--- config.mk ---
export PLATFORM = sky130hd
export DESIGN_NAME = sseg_num_fmt
export DESIGN_NICKNAME = d
export VERILOG_FILES = /design/src/rtl/sseg_pkg.sv /design/src/rtl/sseg_num_fmt.sv
export SDC_FILE = /design/constraint.sdc
export NUM_CORES = 1
export LEC_CHECK = 0
export ABC_CLOCK_PERIOD_IN_PS = 6700
export BUFFER_PORTS_ARGS = -buffer_cell sky130_fd_sc_hd__buf_2
export CAP_MARGIN = 0
export CELL_PAD_IN_SITES_DETAIL_PLACEMENT = 1
export CELL_PAD_IN_SITES_GLOBAL_PLACEMENT = 1
export CORE_UTILIZATION = 46
export DETAILED_ROUTE_END_ITERATION = 16
export PLACE_DENSITY_LB_ADDON = 0.05
export SLEW_MARGIN = 30
export SYNTH_ARGS = -nofsm -noshare
export SYNTH_HDL_FRONTEND = slang
export SYNTH_SLANG_ARGS = --single-unit
--- constraint.sdc ---
create_clock -name clk -period 6.7 [get_ports clk]
set_clock_uncertainty 0.15 [all_clocks]
set_input_delay 0.335 -clock clk [delete_from_list [all_inputs] [get_ports clk]]
set_output_delay 0.335 -clock clk [all_outputs]
set_load 0.01 [all_outputs]
--- src/rtl/sseg_pkg.sv ---
// rtl/sseg_pkg.sv - shared seven-segment types, glyph constants and FSM state encoding
`timescale 1ns/1ps
package sseg_pkg;

  // Segment pattern, active-low: bit7 = dp, bits 6:0 = g,f,e,d,c,b,a
  typedef logic [7:0] sseg_t;

  localparam logic [6:0] SSEG_BLANK = 7'h7F;
  localparam logic [6:0] SSEG_DASH  = 7'h3F;

  typedef enum logic [1:0] {
    IDLE = 2'd0,
    CONV = 2'd1,
    ENC  = 2'd2
  } fmt_state_t;

  // Hex nibble to active-low g..a glyph
  function automatic logic [6:0] hex_to_sseg(input logic [3:0] nib);
    logic [6:0] seg;
    case (nib)
      4'h0: seg = 7'h40;
      4'h1: seg = 7'h79;
      4'h2: seg = 7'h24;
      4'h3: seg = 7'h30;
      4'h4: seg = 7'h19;
      4'h5: seg = 7'h12;
      4'h6: seg = 7'h02;
      4'h7: seg = 7'h78;
      4'h8: seg = 7'h00;
      4'h9: seg = 7'h10;
      4'hA: seg = 7'h08;
      4'hB: seg = 7'h03;
      4'hC: seg = 7'h46;
      4'hD: seg = 7'h21;
      4'hE: seg = 7'h06;
      default: seg = 7'h0E;
    endcase
    return seg;
  endfunction

endpackage

--- src/rtl/sseg_num_fmt.sv ---
// rtl/sseg_num_fmt.sv - binary to eight seven-segment patterns, hex or decimal (double-dabble)
`timescale 1ns/1ps
module sseg_num_fmt
  import sseg_pkg::*;
#(
  parameter int W = 27
) (
  input  logic         clk,
  input  logic         reset,
  input  logic         start,
  input  logic [W-1:0] bin,
  input  logic         dec_mode,
  input  logic         blank_lz,
  input  logic [7:0]   dp,
  output logic         ready,
  output logic         done_tick,
  output logic         overflow,
  output sseg_t        sseg0,
  output sseg_t        sseg1,
  output sseg_t        sseg2,
  output sseg_t        sseg3,
  output sseg_t        sseg4,
  output sseg_t        sseg5,
  output sseg_t        sseg6,
  output sseg_t        sseg7
);

  fmt_state_t   state_q;
  logic [W-1:0] bin_q;
  logic         dec_q;
  logic         blank_q;
  logic [7:0]   dp_q;
  logic [31:0]  bcd_q;
  logic [W-1:0] sh_q;
  logic [5:0]   cnt_q;
  logic         done_q;
  logic         ovf_q;
  sseg_t        sseg_q [8];
  sseg_t        sseg_d [8];

  logic [31:0]   bcd_adj;
  logic [W+31:0] dd_wide;
  logic [W+31:0] dd_next;
  logic [31:0]   bin_pad;
  logic [31:0]   digits;
  logic          ovf_w;
  logic [2:0]    msd;

  // Double-dabble correction: every BCD nibble >= 5 gets +3 before the shift
  always_comb begin
    bcd_adj = '0;
    for (int j = 0; j < 8; j++) begin
      bcd_adj[4*j +: 4] = (bcd_q[4*j +: 4] >= 4'd5) ? bcd_q[4*j +: 4] + 4'd3 : bcd_q[4*j +: 4];
    end
  end

  assign dd_wide = {bcd_adj, sh_q};
  assign dd_next = dd_wide << 1;

  assign bin_pad = 32'(bin_q);
  assign digits  = dec_q ? bcd_q : bin_pad;
  // BCD only holds 8 digits, so anything from 100_000_000 up is shown as dashes
  assign ovf_w   = dec_q && ({1'b0, bin_pad} >= 33'd100_000_000);

  // Encode digits to glyphs with leading-zero blanking, dash override and decimal points
  always_comb begin
    msd = 3'd0;
    for (int i = 0; i < 8; i++) begin
      if (digits[4*i +: 4] != 4'd0) msd = 3'(i);
    end
    for (int i = 0; i < 8; i++) begin
      sseg_d[i] = {~dp_q[i], hex_to_sseg(digits[4*i +: 4])};
      if (blank_q && (3'(i) > msd)) sseg_d[i][6:0] = SSEG_BLANK;
      if (ovf_w) sseg_d[i][6:0] = SSEG_DASH;
    end
  end

  // Control FSM with conversion datapath; outputs only change in ENC so they never flicker
  always_ff @(posedge clk or posedge reset) begin
    if (reset) begin
      state_q <= IDLE;
      bin_q   <= '0;
      dec_q   <= 1'b0;
      blank_q <= 1'b0;
      dp_q    <= '0;
      bcd_q   <= '0;
      sh_q    <= '0;
      cnt_q   <= '0;
      done_q  <= 1'b0;
      ovf_q   <= 1'b0;
      for (int i = 0; i < 8; i++) sseg_q[i] <= 8'hFF;
    end else begin
      done_q <= 1'b0;
      case (state_q)
        IDLE: begin
          if (start) begin
            bin_q   <= bin;
            dec_q   <= dec_mode;
            blank_q <= blank_lz;
            dp_q    <= dp;
            ovf_q   <= 1'b0;
            if (dec_mode) begin
              bcd_q   <= '0;
              sh_q    <= bin;
              cnt_q   <= 6'(W - 1);
              state_q <= CONV;
            end else begin
              state_q <= ENC;
            end
          end
        end
        CONV: begin
          bcd_q <= dd_next[W+31:W];
          sh_q  <= dd_next[W-1:0];
          if (cnt_q == 6'd0) state_q <= ENC;
          else cnt_q <= cnt_q - 6'd1;
        end
        ENC: begin
          for (int i = 0; i < 8; i++) sseg_q[i] <= sseg_d[i];
          ovf_q   <= ovf_w;
          done_q  <= 1'b1;
          state_q <= IDLE;
        end
        default: state_q <= IDLE;
      endcase
    end
  end

  assign ready     = (state_q == IDLE);
  assign done_tick = done_q;
  assign overflow  = ovf_q;
  assign sseg0     = sseg_q[0];
  assign sseg1     = sseg_q[1];
  assign sseg2     = sseg_q[2];
  assign sseg3     = sseg_q[3];
  assign sseg4     = sseg_q[4];
  assign sseg5     = sseg_q[5];
  assign sseg6     = sseg_q[6];
  assign sseg7     = sseg_q[7];

endmodule

Word-level counts from Yosys, hierarchy flattened
Memory sizes are Yosys's and may differ from the RTL's.
Cells that the tools add are included.
{"block": "totals", "register_bits": 170, "mem_bits_ro": 896, "mem_count": 8}
{"block": "classes", "add_sub_neg": 9, "n_lt_le_gt_ge": 17, "n_eq_ne": 6, "mux": 49, "n_bitwise": 8, "reduce_logical": 25}
{"memory": "(name not given)", "words": 16, "word_bits": 7, "rd": 1, "rd_ports_with_merged_regs": 0, "wr": 0, "line_no": "sseg_pkg.sv:20", "text": "case (nib)"}
{"memory": "(name not given)", "words": 16, "word_bits": 7, "rd": 1, "rd_ports_with_merged_regs": 0, "wr": 0, "line_no": "sseg_pkg.sv:20"}
{"memory": "(name not given)", "words": 16, "word_bits": 7, "rd": 1, "rd_ports_with_merged_regs": 0, "wr": 0, "line_no": "sseg_pkg.sv:20"}
{"memory": "(name not given)", "words": 16, "word_bits": 7, "rd": 1, "rd_ports_with_merged_regs": 0, "wr": 0, "line_no": "sseg_pkg.sv:20"}
{"memory": "(name not given)", "words": 16, "word_bits": 7, "rd": 1, "rd_ports_with_merged_regs": 0, "wr": 0, "line_no": "sseg_pkg.sv:20"}
{"memory": "(name not given)", "words": 16, "word_bits": 7, "rd": 1, "rd_ports_with_merged_regs": 0, "wr": 0, "line_no": "sseg_pkg.sv:20"}
{"memory": "+2 memories"}
{"operator": "two-way mux 7 bit", "count": 16}
{"operator": "two-way mux 32 bit", "count": 3}
{"operator": "case mux 32 bit (2 select lines)", "count": 1}
{"operator": "two-way mux 27 bit", "count": 2}
{"operator": "case mux 27 bit (2 select lines)", "count": 1}
{"operator": ">= comparator 4 x 3 -> 1 bit, second input constant", "count": 8}
{"operator": "adder 4 x 2 -> 4 bit, second input constant", "count": 7}
{"operator": "two-way mux 4 bit", "count": 7}
{"operator": "nonzero test 4 bit", "count": 7}
{"operator": ">= comparator 27 bit, second input constant", "count": 1}
{"operator": "two-way mux 3 bit", "count": 7}
{"operator": "two-way mux 6 bit", "count": 3}
{"operator": "greater-than comparator 3 bit, first input constant", "count": 4}
{"operator": "case mux 6 bit (2 select lines)", "count": 1}
{"operator": "logical AND 1 bit", "count": 9}
{"operator": "!= test 2 bit, second input constant", "count": 4}
{"operator": "inverter 1 bit", "count": 8}
{"operator": "greater-than comparator 1 x 3 -> 1 bit, first input constant", "count": 2}
{"operator": "greater-than comparator 2 x 3 -> 1 bit, first input constant", "count": 2}
{"operator": "zero test 6 bit", "count": 1}
{"operator": "two-way mux 2 bit", "count": 3}
{"operator": "AND reduction 2 bit", "count": 3}
{"operator": "subtractor 6 x 1 -> 6 bit, second input constant", "count": 1}
{"operator": "case mux 2 bit (2 select lines)", "count": 1}
{"operator": "9 further kinds", "count": 12}

Depth between registers and ports, before layout
Gate-level depths: netlist (run 1).
{"block": "logic_depth", "depth_word": 13, "depth_mapped": 13}

Worst setup path before layout (run 1)
Ideal clock, no wire load.
{"block": "synth_path", "path_kind": "register to register", "start": "register dec_q", "end": "register sseg_q, in the netlist sseg1[0]", "setup_time_ns": 0.077, "arrival_time_ns": 2.657, "setup_slack_ns": 3.815, "path_stages_with_launch": 11, "path_buffers": 4, "period_less_slack_ns": 2.885, "path_cell_list": "dfrtp_1 buf_4 buf_6 buf_4 buf_2 mux2i_1 ha_1 o2111ai_1 nor4_4 nand3_2 a31oi_1"}
{"block": "synth_via", "elab_chain_len": 13, "elab_cells_between_ends": 21}
{"item": "from (decl)", "line_no": "sseg_num_fmt.sv:30", "text": "logic dec_q;"}
{"item": "from (signal assigned)", "line_no": "sseg_num_fmt.sv:98", "text": "dec_q <= dec_mode;"}
{"item": "two-way mux 32 bit", "line_no": "sseg_num_fmt.sv:61", "text": "assign digits = dec_q ? bcd_q : bin_pad;"}
{"item": "nonzero test 4 bit", "line_no": "sseg_num_fmt.sv:69", "text": "if (digits[4*i +: 4] != 4'd0) msd = 3'(i);"}
{"item": "two-way mux 1 bit", "line_no": "sseg_num_fmt.sv:69"}
{"item": "two-way mux 3 bit (6 in a row)", "line_no": "sseg_num_fmt.sv:69"}
{"item": "greater-than comparator 1 x 3 -> 1 bit", "line_no": "sseg_num_fmt.sv:73", "text": "if (blank_q && (3'(i) > msd)) sseg_d[i][6:0] = SSEG_BLANK;"}
{"item": "logical AND 1 bit", "line_no": "sseg_num_fmt.sv:73"}
{"item": "two-way mux 7 bit", "line_no": "sseg_num_fmt.sv:73"}
{"item": "two-way mux 7 bit (*)", "line_no": "sseg_num_fmt.sv:74", "text": "if (ovf_w) sseg_d[i][6:0] = SSEG_DASH;"}
{"item": "to (decl)", "line_no": "sseg_num_fmt.sv:38", "text": "sseg_t sseg_q [8];"}
Mark *: on every way between the ends. The rest lies on a longest branch, timed or not.
A chain may end at the register's enable or synchronous reset.

Final worst setup path (run 1)
{"block": "layout_path", "start": "register dec_q", "end": "register sseg_q, in the netlist sseg1[2]"}
The elaborated chain is that of the path after synthesis.

==> run summary, run 1 <==
Status
* **run status** completed

Hold path
* **type of the tightest min-delay check** in -> reg

Final layout
* **Fillers** 2,353
* **net count reported at finish** 1,194
* **final antenna diode count** 0
* **area delta synth->final** 15.76%
* **number of standard cells in the final layout excluding fillers** 1,371
* **share of post-route cells with drive strength above 1** 0.2552

Clock network
* **number of buffers added by the clock tree synthesis step** 17
* **CTS sink cnt** 170
* **clock root buffer master** sky130_fd_sc_hd__clkbuf_16
* **H-tree levels** 4
* **post-CTS resize count** 0
* **clock tree from TritonCTS** done
* **clock-pin slew on the worst setup and hold paths** 0.07 ns
* **largest buffer count on any clock path** 2
* **clock latency reported for the late side of the worst-skew pair** 0.44 ns

Route
* **Routed met1 length** 12,940 um
* **DR WL met2** 11,450 um
* **metal3 WL** 747 um
* **average wire length per cell after detail routing** 18.48 um
* **Post-route DRC** 0
* **via count of the routed design** 7,755
* **uppermost layer routed** met4
* **count of antenna-violating nets left after detailed routing** 0
* **routed via count divided by cell count** 5.656
* **DRT Wirelength** 25,340 um
* **Starting DRT DRC Count** 397
* **TritonRoute pass-1 iters** 4

GRT
* **largest net degree at the start of global routing** 90
* **first-pass GRT wire length** 42,130 um
* **combined global-route utilization of all metal layers** 0.2464
* **vias in the first global route** 7,834
* **final global-route overflow total** 0
* **antenna violations before repair** 0

Placed design
* **weighted congestion at the end of routability-driven global placement** 0.8341
* **Detail Placement HPWL** 17,480 um
* **Post-Place Cells** 1,324
* **Port Buffers** 106

Die
* **Die Height** 146.4 um
* **initial cell density of the core** 0.4713
* **number of placement rows** 52
* **area of the core** 20,360 um^2
* **Ports** 107
* **Die Area** 21,450 um^2
* **die width** 146.4 um

STA
* **portion of the clock cycle consumed by the worst path in the final layout** 0.5737
* **RSZ-0062 raised after global routing** false
* **final count of pins violating max slew** 0
* **Max Clock Freq** 260.2 MHz
* **Final setup violation count** 0
* **relative max-transition margin** 0.3904
* **final hold viol count** 0
* **minimum clock period after layout** 3.844 ns
* **setup total negative slack** 0 ns
* **Least-Margin Pin Slew** 0.8889 ns

Pwr
* **total leakage power** 0.004760 uW
* **total power of the final layout** 6310 uW
* **power density over the cells** 567.9 nW/um^2
* **IR drop worst, VDD** 0.0003578 V

Synth
* **post-synthesis cell area** 9598 um^2
* **Post-Synthesis Mean Instance Area** 9.724 um^2
* **Post-synth EDFFs** 0
* **top post-synthesis cells by count** 125 x sky130_fd_sc_hd__nor2_1, 106 x sky130_fd_sc_hd__dfrtp_1, 76 x sky130_fd_sc_hd__nand2_1
* **Synthesized Nets** 1,093
* **synth top area cells** sky130_fd_sc_hd__dfrtp_1 28%, sky130_fd_sc_hd__dfstp_2 18%, sky130_fd_sc_hd__ha_1 8.6%
* **Yosys top cell by area** sky130_fd_sc_hd__dfrtp_1
* **top flip-flop cell by instance count after synthesis** sky130_fd_sc_hd__dfrtp_1
* **count of mapped cells out of synthesis** 987
* **sequential share of the synthesized area** 0.4516
* **yosys warns** 0
* **count of cell types in the netlist** 62
* **area fraction of the dominant cell type after synthesis** 0.2764
* **register bit count reported by yosys** 170
* **Synth async-reset ratio** 1.000
* **cell with the most instances after synthesis** sky130_fd_sc_hd__nor2_1

Worst setup path
* **type of element launching the critical path** flip-flop
* **CP required** 6.90 ns
* **CP endpoint kind** flip-flop
* **largest fanout on the critical path** 37
* **signal arrival time at the worst endpoint** 4.04 ns
* **Critical Setup Path Class** reg -> reg

Job
* **max-capacitance violation count** 0

[critical path, cell delays in order, from the launching register on]
cell and delay (ns):
sky130_fd_sc_hd__dfrtp_2 0.88, sky130_fd_sc_hd__buf_4 0.45, sky130_fd_sc_hd__mux2i_1 0.54, sky130_fd_sc_hd__ha_1 0.31, sky130_fd_sc_hd__nor4b_1 0.36, sky130_fd_sc_hd__o221ai_1 0.24, sky130_fd_sc_hd__nor4_4 0.37, sky130_fd_sc_hd__nand3_2 0.22
sky130_fd_sc_hd__a31oi_1 0.22
[metal layers]
layer  up-vias  global-route usage
li1       3737                   -
met1      3878              0.3694
met2       123              0.3752
met3        17             0.03063
met4         0             0.06406
met5         -                   0
[flip-flops by register name (all words and copies together), names as in the netlist, 8 cells and up]
register	count
sseg5	8
sseg7	8
sseg2	8
bin_q	27
sseg1	8
sseg3	8
bcd_q	32
sseg4	8
sseg0	8
sh_q	27
sseg6	8
dp_q	8
[path summary, 6_finish.rpt]
kind	cells after the start	endpoint	slack, ns	from
max	8	sseg1[2]	2.86	dec_q
min	2	bin_q[6]	0.02	bin[6]
max reg2reg	8	sseg1[2]	2.86	dec_q
min reg2reg	1	sseg0[7]	0.28	dp_q[0]
max in group asynchronous	4	bcd_q[26]	4.73	reset
min in group asynchronous	3	dp_q[0]	0.44	reset
[layout make-up]
type | count | area [um^2] | share of cell area
multi-input cells | 725 | 4901 | 0.4411
flip-flops and latches | 170 | 4335 | 0.3902
repair buffers | 131 | 759.5 | 0.06836
clock buffers | 18 | 429.2 | 0.03863
well taps | 270 | 337.8 | 0.03041
clock inverters | 14 | 181.4 | 0.01633
inverters | 43 | 166.4 | 0.01498
[layout by cell type, fill, tap and decap left out, types with 14 or more instances in the layout]
cell type | netlist | routed
sky130_fd_sc_hd__a21oi_1 | 60 | 60
sky130_fd_sc_hd__a31oi_1 | 44 | 44
sky130_fd_sc_hd__buf_2 | 7 | 106
sky130_fd_sc_hd__clkbuf_16 | 0 | 17
sky130_fd_sc_hd__dfrtp_1 | 106 | 105
sky130_fd_sc_hd__dfstp_2 | 64 | 64
sky130_fd_sc_hd__dlygate4sd3_1 | 0 | 15
sky130_fd_sc_hd__ha_1 | 66 | 66
sky130_fd_sc_hd__inv_1 | 43 | 42
sky130_fd_sc_hd__mux2_2 | 51 | 51
sky130_fd_sc_hd__mux2i_1 | 28 | 26
sky130_fd_sc_hd__nand2_1 | 76 | 75
sky130_fd_sc_hd__nand2b_1 | 15 | 14
sky130_fd_sc_hd__nand3_1 | 35 | 35
sky130_fd_sc_hd__nor2_1 | 125 | 125
sky130_fd_sc_hd__o21ai_0 | 62 | 62
sky130_fd_sc_hd__o22ai_1 | 31 | 31
[cell families after synthesis]
| kind of cell | synth area share |
|---|---|
| AO/OA/AOI/OAI | 0.1682 |
| flip-flops | 0.4516 |
| AND/OR/NAND/NOR | 0.1463 |
| buffers and inverters | 0.03963 |
| XOR/XNOR | 0.01460 |
| adder cells (fa/ha/maj) | 0.08604 |
| multiplexers | 0.09373 |
[metrics by stage]
stage	setup WS [ns]	utilization	hold WS (ns)	instance area, um^2
after floorplan	1.717	-	0.2516	9598
after global placement	3.079	0.5077	0.2592	10340
after detailed placement	2.857	0.5080	0.2736	10350
after CTS	2.853	0.5454	0.001355	11110
after global routing	2.562	0.5456	0.006555	11110
final	2.856	0.5456	0.01508	11110
[timing repair]
item / CTS / global route
endpoints found under the hold margin: 53 / 0
hold buffers: 15 / 0
setup buffers: 0 / 0
[power by group]
group	total, uW	switching (uW)	internal [uW]
combinational	3130	1860	1260
sequential	2130	484	1650
clock	1050	457	597
Power figures use the tool's default switching activity.
==> run 2, diff against run 1 <==
--- a/config.mk
+++ b/config.mk
@@ -5,7 +5,7 @@
 export SDC_FILE = /design/constraint.sdc
 export NUM_CORES = 1
 export LEC_CHECK = 0
-export ABC_CLOCK_PERIOD_IN_PS = 6700
+export ABC_CLOCK_PERIOD_IN_PS = 3700
 export BUFFER_PORTS_ARGS = -buffer_cell sky130_fd_sc_hd__buf_2
 export CAP_MARGIN = 0
 export CELL_PAD_IN_SITES_DETAIL_PLACEMENT = 1
==> constraint.sdc (replaced) <==
create_clock -name clk -period 3.7 [get_ports clk]
set_clock_uncertainty 0.15 [all_clocks]
set_input_delay 0.185 -clock clk [delete_from_list [all_inputs] [get_ports clk]]
set_output_delay 0.185 -clock clk [all_outputs]
set_load 0.01 [all_outputs]
==> run 2 against run 1 <==
  * Non-clock buffer count rose by 36
  * Sequential share of layout area shrank 1.1 points
  * Final cell count rose by 2.6%
  * Critical path depth decreased by 1
  * Sequential power up 81%
  * Largest power group unchanged
  * Highest routed layer unchanged
==> run summary, run 2 (synthesis results as in run 1) <==
Placed design
* **Port Buffers** 106
* **weighted congestion at the end of routability-driven global placement** 0.8912
* **Detail Placement HPWL** 18,040 um
* **Post-Place Cells** 1,336

Pwr
* **power density over the cells** 1010 nW/um^2
* **total leakage power** 0.004912 uW
* **IR drop worst, VDD** 0.0004850 V

Worst setup path
* **signal arrival time at the worst endpoint** 3.42 ns
* **largest fanout on the critical path** 25
* **CP required** 3.90 ns
* **length in cells of the worst reg-to-reg path** 7
* **Top delay family on crit path** simple AND/OR/NAND/NOR gates
* **CP endpoint kind** flip-flop
* **critical path depth** 7
* **type of element launching the critical path** flip-flop
* **CP Cell Sequence** buf_4 -> mux2i_1 -> ha_1 -> o21ai_0 -> nor4_4 -> nand3_2 -> a31oi_1
* **Critical Setup Path Class** reg -> reg
* **worst-path cell with the longest stage delay** sky130_fd_sc_hd__dfrtp_2
* **crit path buf inv count** 1
* **largest stage delay on the critical path** 0.72 ns

Final layout
* **final antenna diode count** 0
* **biggest regs** bcd_q x32, bin_q x27, sh_q x27
* **fraction of the core area covered by cells at the end of the flow** 0.5613
* **flip-flop count of the largest register after layout** 32
* **share of post-route cells with drive strength above 1** 0.2559
* **net count reported at finish** 1,230
* **most common cell after layout, fill and taps aside** sky130_fd_sc_hd__nor2_1
* **area delta synth->final** 19.08%
* **most used cells in the layout excluding fill and tap cells** 125 x sky130_fd_sc_hd__nor2_1, 106 x sky130_fd_sc_hd__buf_2, 105 x sky130_fd_sc_hd__dfrtp_1, 75 x sky130_fd_sc_hd__nand2_1, 66 x sky130_fd_sc_hd__ha_1
* **register name with the most flops** bcd_q
* **number of standard cells in the final layout excluding fillers** 1,407

STA
* **RSZ-0062 raised after global routing** false
* **final count of pins violating max slew** 0
* **Max Clock Freq** 310.6 MHz
* **portion of the clock cycle consumed by the worst path in the final layout** 0.8702
* **relative max-transition margin** 0.4008
* **Final setup violation count** 0
* **final hold viol count** 0
* **Least-Margin Pin Slew** 0.8978 ns
* **setup total negative slack** 0 ns
* **minimum clock period after layout** 3.220 ns

Route
* **Starting DRT DRC Count** 367
* **average wire length per cell after detail routing** 18.75 um
* **TritonRoute pass-1 iters** 5
* **DRT Wirelength** 26,390 um
* **count of antenna-violating nets left after detailed routing** 0
* **Post-route DRC** 0
* **routed via count divided by cell count** 5.642
* **via count of the routed design** 7,938

Clock network
* **CTS sink cnt** 170
* **clock root buffer master** sky130_fd_sc_hd__clkbuf_16
* **H-tree levels** 4
* **number of buffers added by the clock tree synthesis step** 17
* **post-CTS setup-driven buffer insertion count** 0
* **largest buffer count on any clock path** 2
* **clock latency reported for the late side of the worst-skew pair** 0.43 ns
* **clock-pin slew on the worst setup and hold paths** 0.07 ns
* **clock tree from TritonCTS** done

Status
* **run status** completed

Die
* **die width** 146.4 um
* **Die Area** 21,450 um^2
* **number of placement rows** 52
* **area of the core** 20,360 um^2
* **Ports** 107
* **Die Height** 146.4 um
* **initial cell density of the core** 0.4713

Hold path
* **Hold Path Cell Cnt** 1
* **type of the tightest min-delay check** reg -> reg

GRT
* **vias in the first global route** 7,984
* **first-pass GRT wire length** 43,030 um
* **final global-route overflow total** 0
* **largest net degree at the start of global routing** 121
* **combined global-route utilization of all metal layers** 0.2527
* **antenna violations before repair** 0

Job
* **max-capacitance violation count** 0

[run 2: cell types whose count changed in the layout (fill, tap and decap cells not counted)]
cell and change:
sky130_fd_sc_hd__dlygate4sd3_1 +24, sky130_fd_sc_hd__inv_8 +3, sky130_fd_sc_hd__inv_6 -1, sky130_fd_sc_hd__buf_12 +1, sky130_fd_sc_hd__mux2i_2 -2, sky130_fd_sc_hd__buf_6 -1
sky130_fd_sc_hd__clkinv_2 -2, sky130_fd_sc_hd__buf_4 +12, sky130_fd_sc_hd__bufinv_16 -2, sky130_fd_sc_hd__mux2i_1 +2, sky130_fd_sc_hd__clkinv_8 +2
[run 2: path summary, 6_finish.rpt]
check	start	to	slack (ns)
worst max-delay path	dec_q	sseg1[5]	0.48
worst min-delay path	dp_q[3]	sseg3[7]	0.27
worst max register to register	dec_q	sseg1[5]	0.48
worst min register to register	dp_q[3]	sseg3[7]	0.27
max in group asynchronous	reset	dec_q	2.52
min in group asynchronous	reset	dp_q[1]	0.30
[run 2: power breakdown]
| group | switching [uW] | internal, uW | leakage (uW) | total (uW) |
|---|---|---|---|---|
| Combinational | 3460 | 2400 | 0.00266 | 5860 |
| Clock | 867 | 974 | 0.000292 | 1840 |
| Sequential | 865 | 2980 | 0.00196 | 3850 |
| Total | 5190 | 6350 | 0.00491 | 11500 |
[run 2: worst register-to-register path: stages, from the launching register on]
cell,delay (ns)
sky130_fd_sc_hd__dfrtp_2,0.72
sky130_fd_sc_hd__buf_4,0.30
sky130_fd_sc_hd__mux2i_1,0.49
sky130_fd_sc_hd__ha_1,0.29
sky130_fd_sc_hd__o21ai_0,0.23
sky130_fd_sc_hd__nor4_4,0.52
sky130_fd_sc_hd__nand3_2,0.23
sky130_fd_sc_hd__a31oi_1,0.21
[run 2: layer usage]
layer  GRT usage  share of wire  up-vias
li1            -              -     3801
met3     0.03000          0.027       22
met5           0              0        -
met1      0.3748           0.51     3987
met2      0.3900           0.45      128
met4     0.06667          0.010        0
[run 2: timing repair]
item	in CTS	in global routing
resized for setup	0	0
hold endpoints to repair	172	0
hold buffers	39	0
[run 2: metrics by stage]
step / setup WS [ns] / total power [uW] / hold slack, ns / instance area (um^2)
6_report: 0.4804 / 11540 / 0.2679 / 11430
5_1_grt: 0.2374 / 12470 / 0.3094 / 11430
4_1_cts: 0.4522 / 11580 / 0.2832 / 11430
3_5_place_dp: 0.4573 / 9645 / 0.2724 / 10440
3_3_place_gp: 0.6223 / 9459 / 0.2583 / 10440
2_1_floorplan: 0.8153 / 7802 / 0.1174 / 9602
[run 2: area by class of cell]
class                      instances  area, um^2
multi-input combinational        725        4893
inverter                          43       165.2
tap                              270       337.8
clock inverter                    14       170.2
timing repair buffer             167        1099
fill                            2359        8935
clock buffer                      18       429.2
sequential                       170        4335
